==> config.mk <==
export PLATFORM = sky130hd
export DESIGN_NAME = gelato_icache_arbiter
export DESIGN_NICKNAME = d
export VERILOG_FILES = /design/src/rtl/gelato_icache_arbiter.sv
export SDC_FILE = /design/constraint.sdc
export NUM_CORES = 1
export LEC_CHECK = 0
export CORE_AREA = 2 2 136 105
export CTS_BUF_LIST = sky130_fd_sc_hd__clkbuf_8
export CTS_CLUSTER_DIAMETER = 100
export DETAILED_ROUTE_END_ITERATION = 12
export DIE_AREA = 0 0 138 107
export PLACE_DENSITY = 0.8
export SLEW_MARGIN = 40
export SYNTH_ARGS = -nofsm -noshare
export SYNTH_HDL_FRONTEND = slang
export SYNTH_SLANG_ARGS = --single-unit
==> constraint.sdc <==
create_clock -name clk -period 2.07 [get_ports clk]
set_input_delay 0.207 -clock clk [delete_from_list [all_inputs] [get_ports clk]]
set_output_delay 0.207 -clock clk [all_outputs]
set_load 0.01 [all_outputs]
==> src/rtl/gelato_icache_arbiter.sv <==
// Round-robin arbiter sharing one I-Cache port among NUM_REQ fetch requesters.
// One transaction in flight; per-requester flush suppresses the pending response.
module gelato_icache_arbiter #(
    parameter int unsigned NUM_REQ    = 4,
    parameter int unsigned ADDR_WIDTH = 32,
    parameter int unsigned DATA_WIDTH = 32
) (
    input  logic                          clk,
    input  logic                          rst_n,
    input  logic [NUM_REQ-1:0]            req_valid,
    input  logic [NUM_REQ*ADDR_WIDTH-1:0] req_addr,
    input  logic [NUM_REQ-1:0]            req_flush,
    output logic [NUM_REQ-1:0]            req_ready,
    output logic [DATA_WIDTH-1:0]         req_data,
    output logic                          ic_valid,
    output logic [ADDR_WIDTH-1:0]         ic_addr,
    input  logic                          ic_ready,
    input  logic [DATA_WIDTH-1:0]         ic_data,
    output logic                          busy
);

    localparam int unsigned IDX_W = (NUM_REQ > 1) ? $clog2(NUM_REQ) : 1;

    typedef enum logic {
        S_IDLE = 1'b0,
        S_BUSY = 1'b1
    } state_t;

    state_t                  r_state;
    logic [IDX_W-1:0]        r_grant_idx;
    logic [IDX_W-1:0]        r_rr_ptr;
    logic [ADDR_WIDTH-1:0]   r_addr_q;
    logic                    r_drop_q;

    logic [NUM_REQ-1:0]      w_eligible;
    logic                    w_found;
    logic [IDX_W-1:0]        w_winner;
    logic [ADDR_WIDTH-1:0]   w_win_addr;
    logic                    w_flush_grant;
    logic                    w_drop_eff;
    logic [IDX_W-1:0]        w_next_ptr;

    assign w_eligible = req_valid & ~req_flush;

    // First eligible requester at or after rr_ptr, wrapping modulo NUM_REQ.
    always_comb begin
        int unsigned v_idx;
        v_idx      = 0;
        w_found    = 1'b0;
        w_winner   = '0;
        w_win_addr = '0;
        for (int unsigned k = 0; k < NUM_REQ; k++) begin
            v_idx = (32'(r_rr_ptr) + k) % NUM_REQ;
            if (!w_found && w_eligible[v_idx]) begin
                w_found    = 1'b1;
                w_winner   = IDX_W'(v_idx);
                w_win_addr = req_addr[v_idx*ADDR_WIDTH +: ADDR_WIDTH];
            end
        end
    end

    assign w_flush_grant = req_flush[r_grant_idx];
    assign w_drop_eff    = r_drop_q | w_flush_grant;
    assign w_next_ptr    = (r_grant_idx == IDX_W'(NUM_REQ - 1)) ? '0 : r_grant_idx + IDX_W'(1);

    always_ff @(posedge clk or negedge rst_n) begin
        if (!rst_n) begin
            r_state     <= S_IDLE;
            r_grant_idx <= '0;
            r_rr_ptr    <= '0;
            r_addr_q    <= '0;
            r_drop_q    <= 1'b0;
        end else begin
            case (r_state)
                S_IDLE: begin
                    if (w_found) begin
                        r_state     <= S_BUSY;
                        r_grant_idx <= w_winner;
                        r_addr_q    <= w_win_addr;
                        r_drop_q    <= 1'b0;
                    end
                end
                S_BUSY: begin
                    // Sticky: the cache request completes, only the response is discarded.
                    if (w_flush_grant) begin
                        r_drop_q <= 1'b1;
                    end
                    if (ic_ready) begin
                        r_state  <= S_IDLE;
                        r_rr_ptr <= w_next_ptr;
                    end
                end
                default: r_state <= S_IDLE;
            endcase
        end
    end

    assign ic_valid = (r_state == S_BUSY);
    assign busy     = (r_state == S_BUSY);
    assign ic_addr  = r_addr_q;

    always_comb begin
        req_ready = '0;
        if ((r_state == S_BUSY) && ic_ready) begin
            req_ready[r_grant_idx] = ~w_drop_eff;
        end
    end

    assign req_data = ic_ready ? ic_data : '0;

endmodule
Word-level counts from Yosys, hierarchy flattened

Index checks and enable logic that the tools add are counted.
Widths: inputs -> output; s select.

Bits in latches: 0
Register bits: 38
Memory bits (writable): 0
Logic and storage cells: 72
Memories: 0
Memory bits (read-only): 0

Add/sub/neg operators: 4
Equality and inequality tests: 3
Div/mod/pow operators: 0
Multiply operators: 0
Muxes and demuxes: 33
$lt $le $gt $ge: 6
Bitwise operators: 6
Reduce and logical (&&, ||, !) cells: 11
Shift-type cells: 4

Operator list:

| kind                | number |
|---|---|
| $shiftx 128x8->32   | 4 |
| $mux 32             | 5 |
| $lt 2x3->1 const B  | 5 |
| $mux 1              | 14 |
| $bmux 1 s2          | 5 |
| $mux 2              | 5 |
| $and 4x4->4         | 2 |
| $reduce_and 2->1    | 3 |
| $logic_and 1x1->1   | 5 |
| $add 2x1->2 const B | 2 |
| $add 2x2->2 const B | 2 |
| $mux 4              | 1 |
| $not 4->4           | 1 |
| $pmux 1 s2          | 2 |
| $logic_not 1->1     | 3 |
| $demux 1 s2         | 1 |
| $eq 2x2->1 const B  | 1 |
| $ge 2x1->1 const B  | 1 |
| $ne 2x1->1 const B  | 1 |
| $ne 2x2->1 const B  | 1 |
| $not 1->1           | 2 |
| $or 1x1->1          | 1 |

Depth between registers and ports, before layout

Gate-level depths: netlist (run 1).

Depth in word-level cells: 16
Depth in mapped cells: 9
Gate-level depth less buffers: 6

Worst setup path after synthesis (run 1)

Ideal clock, no wire load.

Path kind: register to register
Start: reg r_rr_ptr[0]
End: reg r_addr_q[0], in the netlist ic_addr[0]
Clock period less this slack: 1,845 ps
Required time: 1,943 ps
Cell stages (with the launch flop): 7
Library setup time: 127 ps
Path buffers: 3
Arrival: 1,718 ps
Path slack: 225 ps
Cells stage by stage: dfrtp_1 buf_4 buf_4 buf_2 mux4_2 a221oi_2 a21oi_2

Cells in the longest elaborated chain, start to end: 13
Elaborated cells between the ends (all ways): 30

Ends and longest elaborated chain:

| element                                                              | line | source |
|---|---|---|
| from (decl)                                                          | 31   | `logic [IDX_W-1:0] r_rr_ptr;` |
| from (signal assigned)                                               | 90   | `r_rr_ptr <= w_next_ptr;` |
| parallel branches: the longest is 13 deep, another holds $add 2x1->2 | --   |  |
| to (signal assigned)                                                 | 79   | `r_addr_q <= w_win_addr;` |
| to (decl)                                                            | 32   | `logic [ADDR_WIDTH-1:0] r_addr_q;` |

Parallel ways; which one is timed is not known. The select of a mux whose other input is x is not followed.
A chain may end at the register's enable or synchronous reset.

Worst setup path in the final report (run 1)

Start: in req_flush[1]
End: reg r_addr_q[15], in the netlist ic_addr[15]

Cells in the longest elaborated chain, start to end: 15
Elaborated cells between the ends (all ways): 25

Ends and longest elaborated chain:

| element                           | line | source |
|---|---|---|
| from (decl)                       | 12   | `input logic [NUM_REQ-1:0] req_flush,` |
| $not 4->4 (*)                     | 43   | `assign w_eligible = req_valid & ~req_flush;` |
| $and 4x4->4 (*)                   | 43   |  |
| $bmux 1 s2                        | 54   | `if (!w_found && w_eligible[v_idx]) begin` |
| $mux 1 (not written as such)      | 54   |  |
| $mux 1                            | 54   |  |
| $logic_not 1->1                   | 54   |  |
| $logic_and 1x1->1                 | 54   |  |
| $mux 1                            | 54   |  |
| $logic_not 1->1                   | 54   |  |
| $logic_and 1x1->1                 | 54   |  |
| $mux 1                            | 54   |  |
| $logic_not 1->1                   | 54   |  |
| $logic_and 1x1->1                 | 54   |  |
| $mux 1                            | 54   |  |
| $reduce_and 2->1 (no source line) | --   |  |

Mark *: on every way between the ends. The rest lies on a longest branch, timed or not. The select of a mux whose other input is x is not followed.

==> results.yml, run 1 <==
status:
  status: "finished, final reports clean"
timing:
  finalSetupViolCount: 0
  max_freq_ghz: 0.497
  maxSlewViolCount: 0
  timing.hold.ws_ps: 442
  final_hold_viol_count: 0
  layout_min_cycle_time_ps: 2010
  relSlewSlack_pct: 63.9
  final.period_utilization_pct: 97.2
  finClkSkew_ps: 11.2
  tightest_slew_ps: 542
  worst_slack_ps: 57.3
setup_path:
  critical_path_depth: 6
  critPathBufInv: 2
  start_kind: "input pin"
  reg2reg_depth: 5
  path_class: "in2reg"
  cpLargestDelayFamily: "buffers and inverters"
  r2r-start: "r_rr_ptr[0]$_DFFE_PN0P_"
  cp_slowest_cell: "mux4_2"
  reg2reg_slack_ps: 60
  slowest_delay_ps: 550
  cp_max_fo: 21
  end_kind: "register"
  arrival_ps: 2180
  cp.required_ps: 2240
  path_cells: "clkdlybuf4s50_1 -> and2b_1 -> mux4_2 -> buf_6 -> a221oi_1 -> a21oi_1"
  worstReg2RegEnd: "ic_addr[15]$_DFFE_PN0P_"
drt:
  routed_wl_mm: 19.6
  drt_iter0_markers: 405
  ant_nets: 0
  vias: 5924
  wl_per_cell_um: 20.4
  routed_via_density: 6.17
  drc_errors: 0
  dr.pass1.iters: 5
clocking:
  clock-sinks: 38
  cts_tree: "done"
  cts_max_path_buffers: 2
  clk_pin_slew_ps: 90
  htree_num_levels: 2
  cts_buffers: 5
  cts_root_buffer: "clkbuf_8"
  clock_latency_ps: 290
global_routing:
  grt_pass1_vias: 6293
  gr-usage-met2_pct: 44.3
  overflow: 0
  grt-busiest-layer: "met2"
  grt_use_total_pct: 25.7
  met3_usage_pct: 4.33
  grt_start_max_net_pins: 46
  met1_usage_pct: 34.0
  grt_pass1_wl_mm: 31.6
  grt_antenna_before_repair: 0
synth:
  ys_seq_elements: 38
  syn_inst: 532
  syn_area_per_cell_um2: 11.1
  syn_nets: 707
  ys_seq_area_share_pct: 16.1
  synth_ff_type: "dfrtp_1"
  synth_edf_count: 0
  yosysTopAreaCell: "mux4_2"
  synthTopCellsByArea: "mux4_2 (25%), mux2i_1 (20%), dfrtp_1 (16%)"
  yosysWarningCount: 0
  ys_types: 52
  ys_async_sr_fraction_pct: 100
  syn_area_um2: 5900
  synth_top_area_share_pct: 24.8
layout:
  seq_area_um2: 958
  final_design_area_no_fill_um2: 8970
  diodes: 0
  area_growth_pct: 51.9
  finalNetCount: 959
  multiInputGateArea_um2: 4640
  drive_gt1_share_pct: 28.8
  fillers: 1006
placement:
  place_ws_ps: -344
  place_congestion: 0.848
  port_buffers: 240
  place_area_um2: 8790
  hpwl_mm: 14.9
power_and_ir_drop:
  design_power_total_mw: 9.67
  peakVddDrop_mv: 0.717
  leakage_nw: 3.47
  powerDensity_nw_per_um2: 1080
floorplan:
  ios: 241
  rows: 37
  initial_core_util_pct: 44.0
  die_width_um: 138
  dieArea_um2: 14800
  die_height_um: 107
  core_um2: 13400
job:
  cap_viol_max_count: 0
hold_path:
  hold_class: "in2async"
[sequential cells by signal (all words and copies together), names as in the netlist]
register / flops
r_rr_ptr: 2
r_drop_q: 1
r_grant_idx: 2
busy: 1
ic_addr: 32
[cells in the final DEF (no fill, tap or decap), types with 3 or more instances in the layout]
cell | netlist | layout
clkdlybuf4s50_1 | 0 | 235
mux2i_1 | 119 | 118
mux4_2 | 65 | 65
buf_4 | 16 | 44
and2_1 | 37 | 37
dfrtp_1 | 38 | 36
nor2_1 | 33 | 32
a221oi_2 | 23 | 24
a22oi_2 | 20 | 20
a21oi_2 | 20 | 20
buf_12 | 2 | 15
a21oi_1 | 13 | 13
nand2_1 | 12 | 12
a211oi_1 | 8 | 8
a22oi_1 | 8 | 8
o21ai_0 | 8 | 8
nor3_1 | 10 | 7
o32ai_1 | 7 | 6
o221ai_1 | 6 | 6
clkbuf_8 | 0 | 6
ha_1 | 4 | 4
clkbuf_2 | 0 | 4
inv_1 | 2 | 3
nor4_1 | 3 | 3
o21ai_1 | 3 | 3
[worst max path at each step]
stage,start,end
floorplan,r_rr_ptr[0]$_DFFE_PN0P_,ic_addr[0]$_DFFE_PN0P_
global placement,req_valid[2],r_grant_idx[0]$_DFFE_PN0P_
detailed placement,req_flush[0],ic_addr[8]$_DFFE_PN0P_
CTS,req_valid[2],ic_addr[9]$_DFFE_PN0P_
global route,req_flush[2],ic_addr[9]$_DFFE_PN0P_
finish,req_flush[1],ic_addr[15]$_DFFE_PN0P_
[where the power goes]
group / internal [mW] / switching (mW) / leakage, nW / total [mW]
sequential: 1.11 / 0.302 / 0.442 / 1.41
combinational: 4.00 / 3.71 / 2.98 / 7.71
clock: 0.265 / 0.285 / 0.0524 / 0.550
total: 5.37 / 4.30 / 3.47 / 9.67
[stage by stage]
stage / setup TNS, ps / util, % / cells
final: 0 / 66.8 / 960
after global routing: -11.0 / 66.8 / 960
after CTS: 0 / 66.3 / 956
after detailed placement: -10090 / 65.5 / 947
after global placement: -6980 / 65.4 / 947
after floorplan: 0 / - / 532
[kinds of logic after synthesis]
kind of cell | after synthesis | share of synthesized area, %
fa+ha+maj | 4 | 0.848
flops | 38 | 16.1
simple gates | 113 | 10.1
mux | 185 | 45.2
buf+inv | 61 | 6.42
compound gates | 131 | 21.3
[synth_stat cells, types with 2 or more instances]
library cell and n:
nand2b_1 4, ha_1 4, nor3_1 10, buf_1 4
and2_1 37, a22oi_1 8, nor4_1 3, a221oi_2 23
a21oi_1 13, and3_1 2, clkbuf_1 14, or2_1 2
a211oi_1 8, buf_4 16, nand3_1 2, a221oi_1 2
mux2i_1 119, buf_6 5, buf_2 16, dfrtp_1 38
o221ai_1 6, buf_12 2, o32ai_1 7, nor2b_1 2
o21ai_1 3, o21ai_0 8, inv_1 2, a22oi_2 20
nand2_1 12, nor2_1 33, o31ai_1 3, mux4_2 65
a21oi_2 20
[layer usage]
metal  vias up  wire [µm]
met2       296       9830
met5         -          0
met3        32       1430
met4         0        306
li1       2654          -
met1      2942       8030
[cell type report]
cell class / count / area share (%)
well taps: 175 / 2.44
clock buffers: 6 / 0.921
flip-flops and latches: 38 / 10.7
clock inverters: 2 / 0.0977
inverters: 4 / 0.167
multi-input cells: 433 / 51.8
repair buffers: 302 / 33.9
[repair_timing]
item	CTS	global route
gates resized for setup	8	21
hold buffers	1	0
buffers inserted	0	4
hold endpoints to repair	38	0
pin swaps	1	1
endpoints found under the setup margin	9	37
(Power assumes the default switching activity.)
==> run 2, diff against run 1 <==
==> config.mk (replaced) <==
export PLATFORM = sky130hd
export DESIGN_NAME = gelato_icache_arbiter
export DESIGN_NICKNAME = d
export VERILOG_FILES = /design/src/rtl/gelato_icache_arbiter.sv
export SDC_FILE = /design/constraint.sdc
export NUM_CORES = 1
export LEC_CHECK = 0
export CORE_AREA = 2 2 100 141
export CTS_CLUSTER_DIAMETER = 100
export DETAILED_ROUTE_END_ITERATION = 12
export DIE_AREA = 0 0 102 143
export PLACE_DENSITY = 0.8
export SYNTH_ARGS = -nofsm -noshare
export SYNTH_HDL_FRONTEND = slang
export SYNTH_SLANG_ARGS = --single-unit
==> run 2 against run 1 <==
Clock power up 37%. Largest cell class unchanged. Routed wire length grew 2.3%. Sequential share of layout area about the same. Die area down 1.2%. Count of clock-buffer cells in the layout grew 2. Critical path depth is 1 lower. Fmax rose by 0.16%. Worst setup slack improved by 3.2 ps.
==> results.yml, run 2 (synthesized netlist as in run 1, its figures left out) <==
status:
  status: "finished, final reports clean"
setup_path:
  slowest_delay_ps: 540
  path_class: "reg2out"
  path_cells: "mux4_2 -> nor3_2 -> buf_4 -> and2_1 -> buf_2"
  start_kind: "register"
  cp_slowest_cell: "mux4_2"
  arrival_ps: 1800
  end_kind: "primary output"
  cp_max_fo: 4
  cp.required_ps: 1860
drt:
  routed_wl_mm: 20.0
  routed_via_density: 6.26
  drc_errors: 0
  dr.pass1.iters: 5
  ant_nets: 0
  vias: 6044
  drt_iter0_markers: 282
  wl_per_cell_um: 20.7
global_routing:
  grt_start_max_net_pins: 50
  grt_pass1_wl_mm: 31.2
  overflow: 0
  grt_use_total_pct: 27.2
  grt_pass1_vias: 6440
  grt_antenna_before_repair: 1
layout:
  post-route-util_pct: 67.6
  area_growth_pct: 52.0
  final_cell_mix: "clkdlybuf4s50_1 (235), mux2i_1 (119), mux4_2 (65)"
  finalNetCount: 957
  drive_gt1_share_pct: 28.5
  layoutNonFillerInstCount: 966
  final_common_cell: "clkdlybuf4s50_1"
  fillers: 1080
  largest_reg_flops: 32
  final_design_area_no_fill_um2: 8970
timing:
  tns_ps: 0
  relSlewSlack_pct: 45.7
  max_freq_ghz: 0.498
  final_hold_viol_count: 0
  rsz0062_at_grt: "yes"
  worst_slack_ps: 60.5
  timing.hold.ws_ps: 12.3
  tightest_slew_ps: 815
  final.period_utilization_pct: 97.1
  finClkSkew_ps: 3.12
  maxSlewViolCount: 0
  finalSetupViolCount: 0
  layout_min_cycle_time_ps: 2010
placement:
  place_area_um2: 8770
  hpwl_mm: 15.6
  placed_cells: 956
  place_congestion: 0.903
  place_ws_ps: -313
  port_buffers: 240
clocking:
  cts_root_buffer: "clkbuf_16"
  postCtsHoldBufs: 0
  cts_max_path_buffers: 2
  cts_tree: "done"
  clock-sinks: 38
  cts_buffers: 5
  htree_num_levels: 2
  clock_latency_ps: 280
  clk_pin_slew_ps: 60
floorplan:
  die_width_um: 102
  die_height_um: 143
  ios: 241
  dieArea_um2: 14600
  core_um2: 13300
  rows: 50
  initial_core_util_pct: 44.5
hold_path:
  hold_class: "in2async"
job:
  cap_viol_max_count: 0
power_and_ir_drop:
  powerDensity_nw_per_um2: 1100
  leakage_nw: 3.46
  design_power_total_mw: 9.87
  peakVddDrop_mv: 0.684
run 2: changes by cell type in the layout (fill, tap and decap cells not counted), sizes merged:
cell	previous run	this run
buf	62	65
clkbuf	10	8
clkinv	1	0
diode	0	1
dlygate4sd3	1	0
inv	5	4
run 2: layout make-up:
cell class / instances / area [µm²] / area share [%]
Antenna cell: 1 / 2.50 / 0.0279
Clock buffer: 8 / 136 / 1.52
Inverter: 4 / 17.5 / 0.195
Multi-Input combinational cell: 433 / 4620 / 51.5
Sequential cell: 38 / 958 / 10.7
Tap cell: 182 / 228 / 2.54
Timing Repair Buffer: 300 / 3000 / 33.5
run 2: path summary, 6_finish.rpt:
check	startpoint	endpoint	slack [ps]	cells after the start
setup reg to reg	r_rr_ptr[0]$_DFFE_PN0P_	r_grant_idx[0]$_DFFE_PN0P_	110	8
max in group asynchronous	rst_n	ic_addr[3]$_DFFE_PN0P_	1420	2
hold reg to reg	ic_addr[11]$_DFFE_PN0P_	ic_addr[11]$_DFFE_PN0P_	490	2
hold / removal	rst_n	ic_addr[0]$_DFFE_PN0P_	10	1
min in group clk	ic_addr[11]$_DFFE_PN0P_	ic_addr[11]$_DFFE_PN0P_	490	2
setup / recovery	r_grant_idx[0]$_DFFE_PN0P_	req_ready[2]	60	5
run 2: metal layers:
layer  wire [µm]  part of all wire (%)  track usage, %
met5           0                     0               0
met4         609                   3.0            12.0
met3        1200                   6.0            4.31
met2       11000                    55            49.8
met1        7240                    36            30.5
run 2: worst max-delay path: cells and delay by family, from the launching register on:
kind,cells,cell delay [ps]
buffers and inverters,2,270
flip-flops,1,390
AND/OR/NAND/NOR,2,310
multiplexers,1,540
run 2: repair_timing:
item / 4_1_cts / 5_1_grt
cloned: 0 / 0
endpoints found under the setup margin: 7 / 37
pin swaps: 1 / 6
gates resized for setup: 14 / 24
setup buffers: 0 / 1
run 2: power breakdown:
group	internal [mW]	total [mW]	switching, mW	leakage (nW)
Clock	0.449	0.756	0.307	0.0652
Sequential	1.11	1.41	0.297	0.442
Combinational	4.00	7.71	3.71	2.95
==> run 3, diff against run 2 <==
--- a/config.mk
+++ b/config.mk
@@ -10,6 +10,7 @@
 export DETAILED_ROUTE_END_ITERATION = 12
 export DIE_AREA = 0 0 102 143
 export PLACE_DENSITY = 0.8
+export SETUP_SLACK_MARGIN = 0.2
 export SYNTH_ARGS = -nofsm -noshare
 export SYNTH_HDL_FRONTEND = slang
 export SYNTH_SLANG_ARGS = --single-unit
==> run 3 against run 2 <==
Cell area rose by 6.1%. Power rose by 11%. Register-to-register slack got worse by 80 ps. Combinational power rose by 13%. Cell count rose by 1.2%. First-iteration DRC count rose by 29%. Count of clock-buffer cells in the layout did not move. Via count rose by 2.5%. Die area did not move. Critical path depth did not move. Sequential power barely moved. Flip-flop and latch count did not move. Critical path type is now reg2reg. Largest power group unchanged. Highest routed layer unchanged.
==> results.yml, run 3 (synthesized netlist as in run 1, its figures left out) <==
status:
  status: "finished, final reports clean"
global_routing:
  grt_pass1_wl_mm: 31.6
  overflow: 0
  grt_pass1_vias: 6475
  grt_use_total_pct: 27.5
  grt_antenna_before_repair: 1
  grt_start_max_net_pins: 50
timing:
  finClkSkew_ps: 3.69
  rsz0062_at_grt: "yes"
  maxSlewViolCount: 0
  final.period_utilization_pct: 98.8
  max_freq_ghz: 0.489
  tightest_slew_ps: 811
  relSlewSlack_pct: 45.9
  finalSetupViolCount: 0
  tns_ps: 0
  final_hold_viol_count: 0
  layout_min_cycle_time_ps: 2040
clocking:
  cts_max_path_buffers: 2
  clk_pin_slew_ps: 60
  clock-sinks: 38
  clock_latency_ps: 280
  cts_buffers: 5
  cts_root_buffer: "clkbuf_16"
  htree_num_levels: 2
  cts_tree: "done"
layout:
  finalNetCount: 969
  final_cell_mix: "clkdlybuf4s50_1 (228), mux2i_1 (118), mux4_2 (65)"
  area_growth_pct: 61.3
  final_common_cell: "clkdlybuf4s50_1"
  fillers: 998
  largest_reg_flops: 32
  drive_gt1_share_pct: 32.6
  layoutNonFillerInstCount: 978
power_and_ir_drop:
  powerDensity_nw_per_um2: 1150
  peakVddDrop_mv: 0.636
  leakage_nw: 3.66
  design_power_total_mw: 10.9
floorplan:
  rows: 50
  dieArea_um2: 14600
  die_height_um: 143
  initial_core_util_pct: 44.5
  core_um2: 13300
  ios: 241
  die_width_um: 102
drt:
  vias: 6195
  ant_nets: 0
  drt_iter0_markers: 365
  routed_via_density: 6.33
  drc_errors: 0
  wl_per_cell_um: 22.2
  routed_wl_mm: 21.7
  dr.pass1.iters: 5
placement:
  place_congestion: 0.903
  hpwl_mm: 15.6
  placed_cells: 956
  port_buffers: 240
setup_path:
  start_kind: "register"
  cp_max_fo: 9
  arrival_ps: 2210
  critPathBufInv: 2
  cp.required_ps: 2230
  path_cells: "inv_6 -> mux4_2 -> buf_12 -> a221oi_2 -> a21oi_2"
  cpLargestDelayFamily: "multiplexers"
  path_class: "reg2reg"
  end_kind: "register"
  slowest_delay_ps: 660
  cp_slowest_cell: "mux4_2"
hold_path:
  hold_class: "in2async"
job:
  cap_viol_max_count: 0
## run 3: final timing paths
| path | depth (start not counted) | slack, ps | from | to |
|---|---|---|---|---|
| min reg2reg | 2 | 490 | ic_addr[11]$_DFFE_PN0P_ | ic_addr[11]$_DFFE_PN0P_ |
| max in group asynchronous | 2 | 1420 | rst_n | ic_addr[6]$_DFFE_PN0P_ |
| min | 1 | 8 | rst_n | ic_addr[0]$_DFFE_PN0P_ |
| max reg2reg | 5 | 30 | r_rr_ptr[0]$_DFFE_PN0P_ | ic_addr[0]$_DFFE_PN0P_ |
| min in group clk | 4 | 470 | req_flush[3] | r_drop_q$_DFFE_PN0P_ |
| max | 5 | 30 | r_rr_ptr[0]$_DFFE_PN0P_ | ic_addr[0]$_DFFE_PN0P_ |
## run 3: layout make-up
class / count / area, µm² / area share [%]
multi-input cells: 433 / 4920 / 51.7
diodes: 1 / 2.50 / 0.0263
repair buffers: 312 / 3250 / 34.1
flip-flops and latches: 38 / 958 / 10.1
well taps: 182 / 228 / 2.39
inverters: 4 / 20.0 / 0.210
clock buffers: 8 / 136 / 1.43
## run 3: power breakdown
group	internal [mW]	switching [mW]	leakage (nW)	total, mW
clock	0.449	0.311	0.0652	0.760
sequential	1.11	0.312	0.442	1.42
combinational	4.50	4.25	3.15	8.75
total	6.06	4.87	3.66	10.9
## run 3: repair_timing
action / in CTS / in global routing
resized for setup: 49 / 54
buffers inserted: 3 / 4
endpoints found under the setup margin: 41 / 55
cloned: 1 / 5
hold endpoints to repair: 0 / 0
hold buffers: 0 / 0
pin swaps: 6 / 24
## run 3: per-layer routing
| metal | track usage (%) | routed length (µm) | vias up |
|---|---|---|---|
| li1 | - | - | 2688 |
| met1 | 31.1 | 7770 | 3083 |
| met2 | 50.8 | 11800 | 354 |
| met3 | 4.01 | 1360 | 70 |
| met4 | 11.4 | 809 | 0 |
| met5 | 0 | 0 | - |
## run 3: metrics by stage
stage	hold WS [ps]	util [%]	instance area, µm²	setup WS (ps)
final	8.31	71.8	9520	25.6
after global routing	64.9	71.8	9520	-32.8
after detailed placement	334	66.1	8770	-313
after CTS	27.9	68.1	9030	108
after global placement	322	66.1	8770	-289
after floorplan	-88.6	-	5900	225
